===== src/rtl/pipe_pkg.sv =====
// Shared definitions for the ID/EX pipeline stage: control-word bit map and NOP encoding.
package pipe_pkg;

  localparam int CTRL_W        = 8;

  localparam int CTRL_REGWRITE = 0;
  localparam int CTRL_MEMTOREG = 1;
  localparam int CTRL_MEMREAD  = 2;
  localparam int CTRL_MEMWRITE = 3;
  localparam int CTRL_REGDST   = 4;
  localparam int CTRL_ALUSRC   = 5;
  localparam int CTRL_ALUOP_LO = 6;
  localparam int CTRL_ALUOP_HI = 7;

  localparam logic [CTRL_W-1:0] CTRL_NOP = '0;

endpackage


===== src/rtl/pipe_skid_buf.sv =====
// Generic valid/ready register slice with an optional second (skid) entry and synchronous flush.
module pipe_skid_buf #(
  parameter int W       = 8,
  parameter bit SKID_EN = 1'b1
) (
  input  logic         clk,
  input  logic         rst_n,
  input  logic         flush_i,
  input  logic         in_valid_i,
  output logic         in_ready_o,
  input  logic [W-1:0] in_data_i,
  output logic         out_valid_o,
  input  logic         out_ready_i,
  output logic [W-1:0] out_data_o,
  output logic [1:0]   occ_o
);

  logic [W-1:0] head_q, head_d;
  logic [W-1:0] skid_q, skid_d;
  logic         head_vld_q, head_vld_d;
  logic         skid_vld_q, skid_vld_d;
  logic         accept, drain;

  generate
    if (SKID_EN) begin : g_skid
      // Registered ready: no combinational path from out_ready_i.
      assign in_ready_o = ~skid_vld_q;
    end else begin : g_noskid
      assign in_ready_o = ~head_vld_q | out_ready_i;
    end
  endgenerate

  assign accept = in_valid_i & in_ready_o;
  assign drain  = head_vld_q & out_ready_i;

  always_comb begin
    head_d     = head_q;
    head_vld_d = head_vld_q;
    skid_d     = skid_q;
    skid_vld_d = skid_vld_q;
    if (flush_i) begin
      head_vld_d = 1'b0;
      skid_vld_d = 1'b0;
    end else if (!head_vld_q || drain) begin
      // The skid entry is older than anything on the input, so it goes first.
      if (skid_vld_q) begin
        head_d     = skid_q;
        head_vld_d = 1'b1;
        skid_vld_d = 1'b0;
      end else if (accept) begin
        head_d     = in_data_i;
        head_vld_d = 1'b1;
      end else begin
        head_vld_d = 1'b0;
      end
    end else if (accept && SKID_EN) begin
      skid_d     = in_data_i;
      skid_vld_d = 1'b1;
    end
  end

  always_ff @(posedge clk or negedge rst_n) begin
    if (!rst_n) begin
      head_q     <= '0;
      skid_q     <= '0;
      head_vld_q <= 1'b0;
      skid_vld_q <= 1'b0;
    end else begin
      head_q     <= head_d;
      skid_q     <= skid_d;
      head_vld_q <= head_vld_d;
      skid_vld_q <= skid_vld_d;
    end
  end

  assign out_valid_o = head_vld_q;
  assign out_data_o  = head_q;
  assign occ_o       = {1'b0, head_vld_q} + {1'b0, skid_vld_q};

endmodule


===== src/rtl/id_ex_pipe_stage.sv =====
// ID/EX pipeline register: packs decode outputs into one payload and passes it through a skid slice.
module id_ex_pipe_stage
  import pipe_pkg::*;
#(
  parameter int DATA_W  = 32,
  parameter int RADDR_W = 5,
  parameter int CTRL_W  = pipe_pkg::CTRL_W,
  parameter bit SKID_EN = 1'b1
) (
  input  logic               clk,
  input  logic               reset_in,
  input  logic               in_valid,
  output logic               in_ready,
  input  logic               bubble_in,
  input  logic               flush_in,
  input  logic [CTRL_W-1:0]  ctrl_in,
  input  logic [DATA_W-1:0]  rd1_in,
  input  logic [DATA_W-1:0]  rd2_in,
  input  logic [DATA_W-1:0]  imm_in,
  input  logic [RADDR_W-1:0] rs_in,
  input  logic [RADDR_W-1:0] rt_in,
  input  logic [RADDR_W-1:0] rd_in,
  output logic               out_valid,
  input  logic               out_ready,
  output logic [CTRL_W-1:0]  ctrl_out,
  output logic [DATA_W-1:0]  rd1_out,
  output logic [DATA_W-1:0]  rd2_out,
  output logic [DATA_W-1:0]  imm_out,
  output logic [RADDR_W-1:0] rs_out,
  output logic [RADDR_W-1:0] rt_out,
  output logic [RADDR_W-1:0] rd_out,
  output logic [1:0]         occ
);

  localparam int PAY_W = CTRL_W + 3 * DATA_W + 3 * RADDR_W;

  logic [CTRL_W-1:0] ctrl_masked;
  logic [CTRL_W-1:0] ctrl_head;
  logic [PAY_W-1:0]  pay_in;
  logic [PAY_W-1:0]  pay_out;

  // A load-use bubble still occupies a slot; only its control word is neutralised.
  assign ctrl_masked = bubble_in ? CTRL_W'(CTRL_NOP) : ctrl_in;
  assign pay_in      = {ctrl_masked, rd1_in, rd2_in, imm_in, rs_in, rt_in, rd_in};

  pipe_skid_buf #(
    .W       (PAY_W),
    .SKID_EN (SKID_EN)
  ) u_skid (
    .clk         (clk),
    .rst_n       (reset_in),
    .flush_i     (flush_in),
    .in_valid_i  (in_valid),
    .in_ready_o  (in_ready),
    .in_data_i   (pay_in),
    .out_valid_o (out_valid),
    .out_ready_i (out_ready),
    .out_data_o  (pay_out),
    .occ_o       (occ)
  );

  assign {ctrl_head, rd1_out, rd2_out, imm_out, rs_out, rt_out, rd_out} = pay_out;

  // Downstream decodes ctrl without qualifying by valid, so an empty head must read as NOP.
  assign ctrl_out = out_valid ? ctrl_head : CTRL_W'(CTRL_NOP);

endmodule


===== config.mk =====
export PLATFORM = sky130hd
export DESIGN_NAME = id_ex_pipe_stage
export DESIGN_NICKNAME = d
export VERILOG_FILES = /design/src/rtl/pipe_pkg.sv /design/src/rtl/pipe_skid_buf.sv /design/src/rtl/id_ex_pipe_stage.sv
export SDC_FILE = /design/constraint.sdc
export NUM_CORES = 1
export LEC_CHECK = 0
export CORE_MARGIN = 1.5
export CORE_UTILIZATION = 52
export DETAILED_ROUTE_END_ITERATION = 6
export HOLD_SLACK_MARGIN = 0.06
export PLACE_DENSITY_LB_ADDON = 0.08
export REMOVE_ABC_BUFFERS = 1
export SLEW_MARGIN = 20
export SYNTH_ARGS = -nofsm -noshare
export SYNTH_HDL_FRONTEND = slang
export SYNTH_SLANG_ARGS = --single-unit

===== constraint.sdc =====
create_clock -name clk -period 1.75 [get_ports clk]
set_input_delay 0.35 -clock clk [delete_from_list [all_inputs] [get_ports clk]]
set_output_delay 0.35 -clock clk [all_outputs]
set_load 0.02 [all_outputs]

==> flow_summary.toml <==
[run_status]
outcome = "finished clean"

[placement]
post-dp-hpwl_um = 17500
gp_congestion = 0.779
portBuffers = 247

[global_route]
gr-usage-all-layers_pct = 20.9
antenna_found_initial = 1
grt_pass1_vias = 7367
grt_pass1_wl_um = 40700
grt-ovfl-total = 0
grt_max_degree = 54

[power_and_ir_drop]
seqPwrFrac_pct = 43.1
power.density_nw_per_um2 = 1120
p_total_mw = 17.4
p_leak_nw = 7.37
p_clk_share_pct = 32.5
swShare_pct = 26.7
pwr-share-comb_pct = 24.4
ir_drop_uv = 689
internal-power_mw = 12.7
p_sw_mw = 4.63

[timing]
rsz0062_at_grt = "true"
slew_violations = 0
maxSlewHeadroom_pct = 69.2
post-route-min-period_ps = 1740
hold_viol_final = 0
finalCritPeriodShare_pct = 99.6
max_slew.worst_pin.slew_ps = 462
finalClockSkew_ps = 16.0
fmax_ghz = 0.574
setup_viol = 0

[clock_network]
cts_tree = "built"
cts_buffer_depth = 3
cts_max_level = 1
clock_sinks = 240
worstSkewPairLatency_ps = 520
cts_made_buffers = 27
clk_pin_slew_ps = 60
cts.root.buffer_cell = "clkbuf_16"

[cells_and_area]
final_common_cell = "dfrtp_1"
multiInputGateArea_um2 = 4990
fillers = 1757
utilization_pct = 66.0
area_growth_pct = 24.6
drive_gt1_share_pct = 46.8
final-seq-area_um2 = 6010
nets = 1097
layout_common_cells = "238 x dfrtp_1, 208 x mux2_4, 125 x mux2_2"

[setup_path]
crit_family = "flip-flops"
cp-end-kind = "primary output"
r2r_end = "u_skid.out_data_o[1]$_DFFE_PN0P_"
critical_path.cell_chain = "ha_4, buf_6"
reg2reg_slack_ps = 7
cp_slowest_cell = "dfrtp_4"
r2r_start = "u_skid.out_valid_o$_DFFE_PN0P_"
critPathKind = "register to primary output"
reg2regPathDepth = 5
cp.arrival_ps = 1390
crit_path_max_fanout = 3
start_kind = "register"
crit_buf_inv = 1
slowest_delay_ps = 500
required_ps = 1400

[floorplanning]
start_util_pct = 53.0
pin_count = 248
die_h_um = 157
core_um2 = 23400
rows = 56
dieArea_um2 = 24800
fp.dieW_um = 157

[logic_synthesis]
synth_top_family_by_area = "multiplexers"
synth.yosys.seq_area_share_pct = 48.5
synth.mux.area_fraction_pct = 38.0
synthAdderAreaFrac_pct = 0.101
synth_compound_area_share_pct = 0.283
synth_area_um2 = 12400
synth_cell_type_count = 25
synthFlopType = "dfrtp_1"
yosysWarnings = 0
synth-async-reset-ratio_pct = 100
syn_area_per_cell_um2 = 15.7
synth-simple-area-share_pct = 1.61
synth_xor_xnor_area_share_pct = 0
synthCells = 788
synth_edf_count = 0
synth-seq-cells = 240

[drt]
drcViolationCount = 0
firstDrtPassIters = 4
wl_per_cell_um = 19.7
vias = 6564
drtIter0Drc = 205
totalWireLength_um = 25800
viasPerCell = 5.01
ant_nets = 0

[hold_path]
hold_path_class = "input port to async pin"

[flow_run]
max-cap-violations = 0
[layout make-up]
class                   instances  share of cell area (%)
clock buffers                  39                    5.12
inverters                       9                   0.235
multi-input cells             388                    32.3
well taps                     319                    2.59
clock inverters                 9                   0.616
flip-flops and latches        240                    38.9
repair buffers                305                    20.1
diodes                          1                  0.0162
[kinds of logic (layout without fill, tap and decap cells)]
group / count (synthesis) / in the layout
AND/OR/NAND/NOR: 29 / 29
flip-flops: 240 / 240
adder cells (fa/ha/maj): 1 / 1
multiplexers: 351 / 351
buffers and inverters: 160 / 362
other: 0 / 1
AO/OA/AOI/OAI: 7 / 7
[power by group through the flow]
| stage | Combinational (mW) | Sequential (mW) | Clock, mW |
|---|---|---|---|
| 2_1_floorplan | 2.12 | 7.99 | 0 |
| 3_3_place_gp | 4.45 | 7.48 | 0 |
| 3_5_place_dp | 4.56 | 7.53 | 0 |
| 4_1_cts | 4.24 | 7.47 | 5.78 |
| 5_1_grt | 4.49 | 7.63 | 6.02 |
| 6_report | 4.23 | 7.48 | 5.65 |
[cells in the mapped netlist (2+ instances only)]
cell | number | area share, %
dfrtp_1 | 240 | 48
mux2_4 | 204 | 25
mux2_2 | 129 | 12
buf_4 | 111 | 6.7
buf_12 | 22 | 3.6
mux2i_1 | 10 | 0.81
inv_1 | 9 | 0.27
and2_2 | 8 | 0.48
mux2_1 | 8 | 0.73
buf_6 | 7 | 0.64
clkbuf_1 | 6 | 0.18
nand2_1 | 6 | 0.18
nand2b_1 | 6 | 0.30
o21ai_0 | 6 | 0.24
buf_2 | 5 | 0.20
nor2b_1 | 2 | 0.10
[metrics by stage]
stage / setup WS [ps] / cell area (µm²) / hold WS, ps / std cells / setup TNS [ps]
CTS: -58.6 / 15300 / 340 / 1305 / -335
floorplan: -6190 / 11000 / 54.4 / 637 / -1124500
finish: 7.27 / 15400 / 331 / 1310 / 0
global placement: -368 / 14600 / 290 / 1254 / -72960
global route: -45.4 / 15400 / 368 / 1310 / -834
detailed placement: -394 / 14600 / 298 / 1254 / -74130
[per-layer routing]
metal	vias up	global-route usage, %	share of wire (%)
met3	36	4.76	5.6
met2	175	34.8	49
met4	0	5.39	2.1
li1	2998	-	-
met1	3355	27.5	44
met5	-	0	0
[worst max-delay path by stage]
stage / from / end / slack [ps] / cells after the start
2_1_floorplan: u_skid.skid_vld_q$_DFFE_PN0P_ / u_skid.out_data_o[0]$_DFFE_PN0P_ / -6190 / 3
3_3_place_gp: out_ready / u_skid.out_data_o[1]$_DFFE_PN0P_ / -370 / 6
3_5_place_dp: out_ready / u_skid.out_data_o[1]$_DFFE_PN0P_ / -390 / 6
4_1_cts: u_skid.skid_vld_q$_DFFE_PN0P_ / occ[0] / -60 / 2
5_1_grt: u_skid.out_valid_o$_DFFE_PN0P_ / u_skid.out_data_o[1]$_DFFE_PN0P_ / -50 / 5
6_report: u_skid.skid_vld_q$_DFFE_PN0P_ / occ[0] / 7 / 2
[what timing repair did]
| item | CTS | global route |
|---|---|---|
| resized for setup | 171 | 29 |
| setup endpoints to repair | 123 | 135 |
| gates cloned | 0 | 1 |
| endpoints found under the hold margin | 45 | 0 |
| hold buffers | 1 | 0 |
| setup buffers | 3 | 3 |
[sequential cells by signal (all words and copies together) (netlist names)]
signal,flops
u_skid.out_data_o,119
u_skid.out_valid_o,1
u_skid.skid_q,119
u_skid.skid_vld_q,1
Note: power is estimated with default switching activity, not from simulation.
